==> config.mk <==
export PLATFORM = sky130hd
export DESIGN_NAME = aes_final_capture
export DESIGN_NICKNAME = d
export VERILOG_FILES = /design/src/rtl/aes_pipe_pkg.sv /design/src/rtl/aes_capture_fifo.sv /design/src/rtl/aes_final_capture.sv
export SDC_FILE = /design/constraint.sdc
export NUM_CORES = 1
export LEC_CHECK = 0
export CORE_UTILIZATION = 35
export DETAILED_ROUTE_END_ITERATION = 10
export PLACE_DENSITY = 0.65
export SYNTH_ARGS = -nofsm -noshare
export SYNTH_HDL_FRONTEND = slang
export SYNTH_SLANG_ARGS = --single-unit
==> constraint.sdc <==
create_clock -name clock -period 2.1 [get_ports clock]
set_input_delay 0.42 -clock clock [delete_from_list [all_inputs] [get_ports clock]]
set_output_delay 0.42 -clock clock [all_outputs]
set_load 0.05 [all_outputs]
==> src/rtl/aes_pipe_pkg.sv <==
// rtl/aes_pipe_pkg.sv - shared constants for the AES round pipeline
// Holds the final-round Rcon values per key size and the default
// state/tag widths used by the capture stage.
package aes_pipe_pkg;

  localparam logic [7:0] AES_RCON_FINAL_128 = 8'h36;
  localparam logic [7:0] AES_RCON_FINAL_192 = 8'h80;
  localparam logic [7:0] AES_RCON_FINAL_256 = 8'h40;

  localparam int AES_DATA_W = 128;
  localparam int AES_TAG_W  = 8;

endpackage

==> src/rtl/aes_capture_fifo.sv <==
// rtl/aes_capture_fifo.sv - generic DEPTH x WIDTH show-ahead FIFO
// Ports:
//   clock, reset_n   : clock, asynchronous active-low reset
//   push, wr_data    : write strobe and data (caller guarantees room or a same-cycle pop)
//   pop              : read strobe (caller guarantees valid)
//   rd_data          : head entry, presented combinationally from memory
//   valid, full      : registered occupancy flags
//   level            : registered occupancy, 0..DEPTH
module aes_capture_fifo #(
  parameter int WIDTH = 136,
  parameter int DEPTH = 4
) (
  input  logic                     clock,
  input  logic                     reset_n,
  input  logic                     push,
  input  logic [WIDTH-1:0]         wr_data,
  input  logic                     pop,
  output logic [WIDTH-1:0]         rd_data,
  output logic                     valid,
  output logic                     full,
  output logic [$clog2(DEPTH):0]   level
);

  localparam int ADDR_W = $clog2(DEPTH);

  logic [WIDTH-1:0]  mem [DEPTH];
  logic [ADDR_W-1:0] wr_ptr;
  logic [ADDR_W-1:0] rd_ptr;
  logic [ADDR_W:0]   level_next;

  always_comb begin
    level_next = level;
    case ({push, pop})
      2'b10:   level_next = level + (ADDR_W+1)'(1);
      2'b01:   level_next = level - (ADDR_W+1)'(1);
      default: level_next = level;
    endcase
  end

  // Memory is reset so that the head reads as zero out of reset.
  always_ff @(posedge clock or negedge reset_n) begin
    if (!reset_n) begin
      for (int i = 0; i < DEPTH; i++) mem[i] <= '0;
    end else if (push) begin
      mem[wr_ptr] <= wr_data;
    end
  end

  // Pointers wrap naturally because DEPTH is a power of two.
  always_ff @(posedge clock or negedge reset_n) begin
    if (!reset_n) begin
      wr_ptr <= '0;
      rd_ptr <= '0;
      level  <= '0;
      valid  <= 1'b0;
      full   <= 1'b0;
    end else begin
      if (push) wr_ptr <= wr_ptr + ADDR_W'(1);
      if (pop)  rd_ptr <= rd_ptr + ADDR_W'(1);
      level <= level_next;
      valid <= (level_next != '0);
      full  <= (level_next == (ADDR_W+1)'(DEPTH));
    end
  end

  assign rd_data = mem[rd_ptr];

endmodule

==> src/rtl/aes_final_capture.sv <==
// rtl/aes_final_capture.sv - final-round capture stage feeding a show-ahead FIFO
// Optional macro AES_CAPTURE_STATS_EN adds saturating cap_count/drop_count outputs.
// Ports:
//   clock, reset_n                    : clock, asynchronous active-low reset
//   in_valid/in_rcon/in_tag/in_data   : round pipeline tail
//   out_valid/out_ready/out_data/out_tag : drain handshake, head entry
//   level, full                       : FIFO occupancy
//   overflow, ovf_clear               : sticky drop flag and its clear
//   cap_count, drop_count             : statistics (macro only)
module aes_final_capture
  import aes_pipe_pkg::*;
#(
  parameter int         DATA_W     = AES_DATA_W,
  parameter int         TAG_W      = AES_TAG_W,
  parameter int         DEPTH      = 4,
  parameter logic [7:0] FINAL_RCON = AES_RCON_FINAL_128
) (
  input  logic                   clock,
  input  logic                   reset_n,
  input  logic                   in_valid,
  input  logic [7:0]             in_rcon,
  input  logic [TAG_W-1:0]       in_tag,
  input  logic [DATA_W-1:0]      in_data,
  output logic                   out_valid,
  input  logic                   out_ready,
  output logic [DATA_W-1:0]      out_data,
  output logic [TAG_W-1:0]       out_tag,
  output logic [$clog2(DEPTH):0] level,
  output logic                   full,
  input  logic                   ovf_clear,
  output logic                   overflow
`ifdef AES_CAPTURE_STATS_EN
  ,
  output logic [15:0]            cap_count,
  output logic [15:0]            drop_count
`endif
);

  logic cap;
  logic pop;
  logic push;
  logic drop;
  logic [TAG_W+DATA_W-1:0] head;

  assign cap  = in_valid && (in_rcon == FINAL_RCON);
  assign pop  = out_valid && out_ready;
  // A pop in the same cycle frees a slot, so a full FIFO can still accept.
  assign push = cap && (!full || pop);
  assign drop = cap && full && !pop;

  aes_capture_fifo #(
    .WIDTH (TAG_W + DATA_W),
    .DEPTH (DEPTH)
  ) u_fifo (
    .clock   (clock),
    .reset_n (reset_n),
    .push    (push),
    .wr_data ({in_tag, in_data}),
    .pop     (pop),
    .rd_data (head),
    .valid   (out_valid),
    .full    (full),
    .level   (level)
  );

  assign out_data = head[DATA_W-1:0];
  assign out_tag  = head[TAG_W+DATA_W-1:DATA_W];

  // Set has priority over clear so a drop is never hidden by a clear.
  always_ff @(posedge clock or negedge reset_n) begin
    if (!reset_n) begin
      overflow <= 1'b0;
    end else if (drop) begin
      overflow <= 1'b1;
    end else if (ovf_clear) begin
      overflow <= 1'b0;
    end
  end

`ifdef AES_CAPTURE_STATS_EN
  always_ff @(posedge clock or negedge reset_n) begin
    if (!reset_n) begin
      cap_count  <= '0;
      drop_count <= '0;
    end else begin
      if (push && (cap_count != 16'hFFFF))  cap_count  <= cap_count + 16'd1;
      if (drop && (drop_count != 16'hFFFF)) drop_count <= drop_count + 16'd1;
    end
  end
`endif

endmodule

==> qor_table.md, run 1 <==
| Item | Value | Unit |
|---|---|---|
| Outcome | finished, violations left | - |
| Violated checks | negative setup slack | - |
| Total global routing overflow | 0 | - |
| Router iterations before antenna repair | 4 | - |
| Transition at the pin with the smallest max-transition slack | 524 | ps |
| Initial Utilization | 35.6 | % |
| Core box area | 69200 | um2 |
| Kind of end point of the critical path | primary output | - |
| Setup repair after global routing missed its margin | true | - |
| Antenna violations before repair | 7 | - |
| Max-slew violation total from the final report | 0 | - |
| Die height | 267 | um |
| Clock slew at the register clock pins of the worst setup and hold paths | 60 | ps |
| Pin count of the biggest net entering global routing | 61 | - |
| Flop and latch count out of synthesis | 554 | - |
| Leakage Power | 15.6 | nW |
| Final core utilization | 47.4 | % |
| Cell type with the largest total area after synthesis | dfrtp_1 | - |
| Total I/O pin count | 291 | - |
| Final std cells w/o fill | 2790 | - |
| Site row count | 96 | - |
| Final HPWL DP | 40100 | um |
| PwrDens | 893 | nW/um2 |
| Maximum VDD drop | 0.619 | mV |
| Number of DRC markers after the initial detailed-route iteration | 595 | - |
| Number of filler instances in the final layout | 5935 | - |
| Die width | 267 | um |
| Signed area change from the synthesized netlist to the final layout | 33.0 | % |
| Top cells by area, synth | dfrtp_1, mux2_2, mux4_2 | - |
| Post-synthesis async set-or-reset flop share | 100 | % |
| Clock net sink count | 554 | - |
| Gp weighted congestion | 0.775 | - |
| Worst slack on hold paths | 351 | ps |
| Global-route wire length before repair | 93800 | um |
| Register-to-register setup slack | 10 | ps |
| Master cell of the clock root buffer | clkbuf_16 | - |
| Final Instance Area | 32800 | um2 |
| Vias per cell | 4.97 | - |
| Number of instances in the synthesized netlist | 1368 | - |
| Longest Clk Path Bufs | 3 | - |
| Capturing point of the worst reg2reg path | u_fifo.mem[457] | - |
| Place WS | -512 | ps |
| Slew headroom | 65.1 | % |
| Total number of yosys warnings | 0 | - |
| Distinct cell type count of the synthesized netlist | 33 | - |
| Critical-path maximum fanout | 5 | - |
| Worst Slack Setup Final | -528 | ps |
| Fin crit period | 2630 | ps |
| Net count of the mapped netlist | 1523 | - |
| Required time reported for the critical path endpoint | 1680 | ps |
| Hold Vio Cnt, Final | 0 | - |
| Number of flops mapped to enable cells by yosys | 0 | - |
| Post-Place Cell Area | 29200 | um2 |
| Vias in the first global route | 15600 | - |
| Mean cell area of the mapped netlist | 18.0 | um2 |
| Routed via count | 13900 | - |
| Syn Std Cell Area | 24700 | um2 |
| Multi-input gate area in the final layout | 10100 | um2 |
| CTS H-Tree Depth | 3 | - |
| Routed length per instance | 22.1 | um |
| Worst skew pair latency | 590 | ps |
| Number of nets in the layout | 1962 | - |
| Antenna Nets Post-Route | 0 | - |
| CTS tree | built | - |
| Clock skew | 19.4 | ps |
| Commonest cells after routing, fill and taps aside | dfrtp_1, mux2_2, clkdlybuf4s50_1, mux4_2, buf_6 | - |
| Arrival time at the worst endpoint | 2210 | ps |
| Register area share after synthesis | 56.2 | % |
| Worst min path class | input port to asynchronous set/reset pin | - |
| Startpoint of the lowest-slack register-to-register path | u_fifo.wr_ptr[1] | - |
| Post-detailed-routing wire length | 61500 | um |
| GRT Resource Usage Total | 17.1 | % |
| Commonest register cell after synthesis | dfrtp_1 | - |
| Ratio of cells with drive above 1 in the final layout | 57.5 | % |
| Die Area | 71500 | um2 |
| Reg area | 13900 | um2 |
| Count of max-cap constraint violations | 0 | - |
| Instance count after placement with tap cells included | 2633 | - |
| Worst Path Class, Setup | flop to primary output | - |
| Number of cells on the worst reg-to-reg path | 9 | - |
| Type of origin of the critical path | flop | - |
| F_max | 381 | MHz |
| Setup-failing EPs final | 136 | - |
| TritonCTS buffer count | 66 | - |
| Most common cell after layout, fill and taps aside | dfrtp_1 | - |
| Fraction of post-synthesis cell area in the top cell type by area | 56.2 | % |
| Fin crit share | 125 | % |
| Count of buffers inserted at the top-level ports | 290 | - |
| DRC violation count after routing | 0 | - |
==> routing by layer <==
metal | global-route usage, % | vias to the layer above | routed length (um)
li1 | - | 6030 | -
met1 | 22.0 | 7484 | 26500
met2 | 28.2 | 250 | 30800
met3 | 3.85 | 99 | 2710
met4 | 6.13 | 8 | 1480
met5 | 0 | - | 52
==> worst max-delay path, stage by stage, from the launching register on <==
cell     delay [ps]
dfrtp_4         520
buf_12          170
buf_16          150
buf_12          130
mux4_2          470
buf_6           180
==> area by class of cell <==
type                       count  area share [%]
multi-input combinational    719            30.9
timing repair buffer         462            16.4
sequential                   554            42.3
antenna                        4          0.0305
tap                          931            3.55
clock inverter                27           0.965
clock buffer                  89            5.83
inverter                       4          0.0458
==> registers in the layout, indices dropped and copies added (netlist names) <==
signal and count:
u_fifo.rd_ptr 2, u_fifo.valid 1, u_fifo.mem 544, u_fifo.full 1, overflow 1, u_fifo.level 3, u_fifo.wr_ptr 2
==> stage by stage <==
step,total power (W),TNS (ps)
2_1_floorplan,0.0144,-11.2
3_3_place_gp,0.0171,-225510
3_5_place_dp,0.0171,-229590
4_1_cts,0.0297,-70910
5_1_grt,0.0305,-74930
6_report,0.0293,-59540
==> synthesized netlist by cell type (5+ instances only) <==
library cell,count
buf_12,12
buf_2,13
buf_4,42
buf_8,7
clkbuf_1,13
dfrtp_1,554
ha_1,5
mux2_1,52
mux2_2,386
mux2_4,108
mux4_2,136
xnor2_1,5
==> worst max-delay path by stage <==
stage                     start            to  slack (ps)  depth (start not counted)
5_1_grt        u_fifo.rd_ptr[0]  out_data[96]        -590                          4
2_1_floorplan       u_fifo.full   u_fifo.full         -10                          7
4_1_cts        u_fifo.rd_ptr[0]  out_data[96]        -590                          4
3_3_place_gp         in_rcon[2]   u_fifo.full        -530                          9
3_5_place_dp         in_rcon[2]   u_fifo.full        -510                          9
6_report       u_fifo.rd_ptr[0]  out_data[35]        -530                          5
==> power breakdown <==
part	switching, W	leakage (nW)	total [W]	internal [W]
Combinational	0.00321	6.78	0.00660	0.00340
Sequential	0.000183	7.70	0.0111	0.0109
Clock	0.00456	1.10	0.0116	0.00703
==> repair_timing <==
action | in CTS | in global routing
pin swaps | 0 | 3
hold buffers | 1 | 0
resized for setup | 146 | 68
gates cloned | 6 | 14
setup endpoints to repair | 142 | 372
setup buffers | 8 | 9
hold endpoints to repair | 33 | 0
==> cells by family (layout without fill, tap and decap cells) <==
logic type / Yosys count / in the layout / synth area share, %
AO/OA/AOI/OAI: 5 / 5 / 0.198
XOR/XNOR: 5 / 5 / 0.178
adder cells (fa/ha/maj): 6 / 6 / 0.335
buffers and inverters: 95 / 582 / 3.29
flip-flops: 554 / 554 / 56.2
multiplexers: 682 / 682 / 39.0
other: 0 / 4 / 0
AND/OR/NAND/NOR: 21 / 21 / 0.797
No activity file was read; power rests on OpenSTA's default activity.
==> run 2, diff against run 1 <==
Settings changed: SLEW_MARGIN from default to 20.
==> results of run 2 <==
Same layout as run 1: the final DEF is identical, and so are final timing and power.
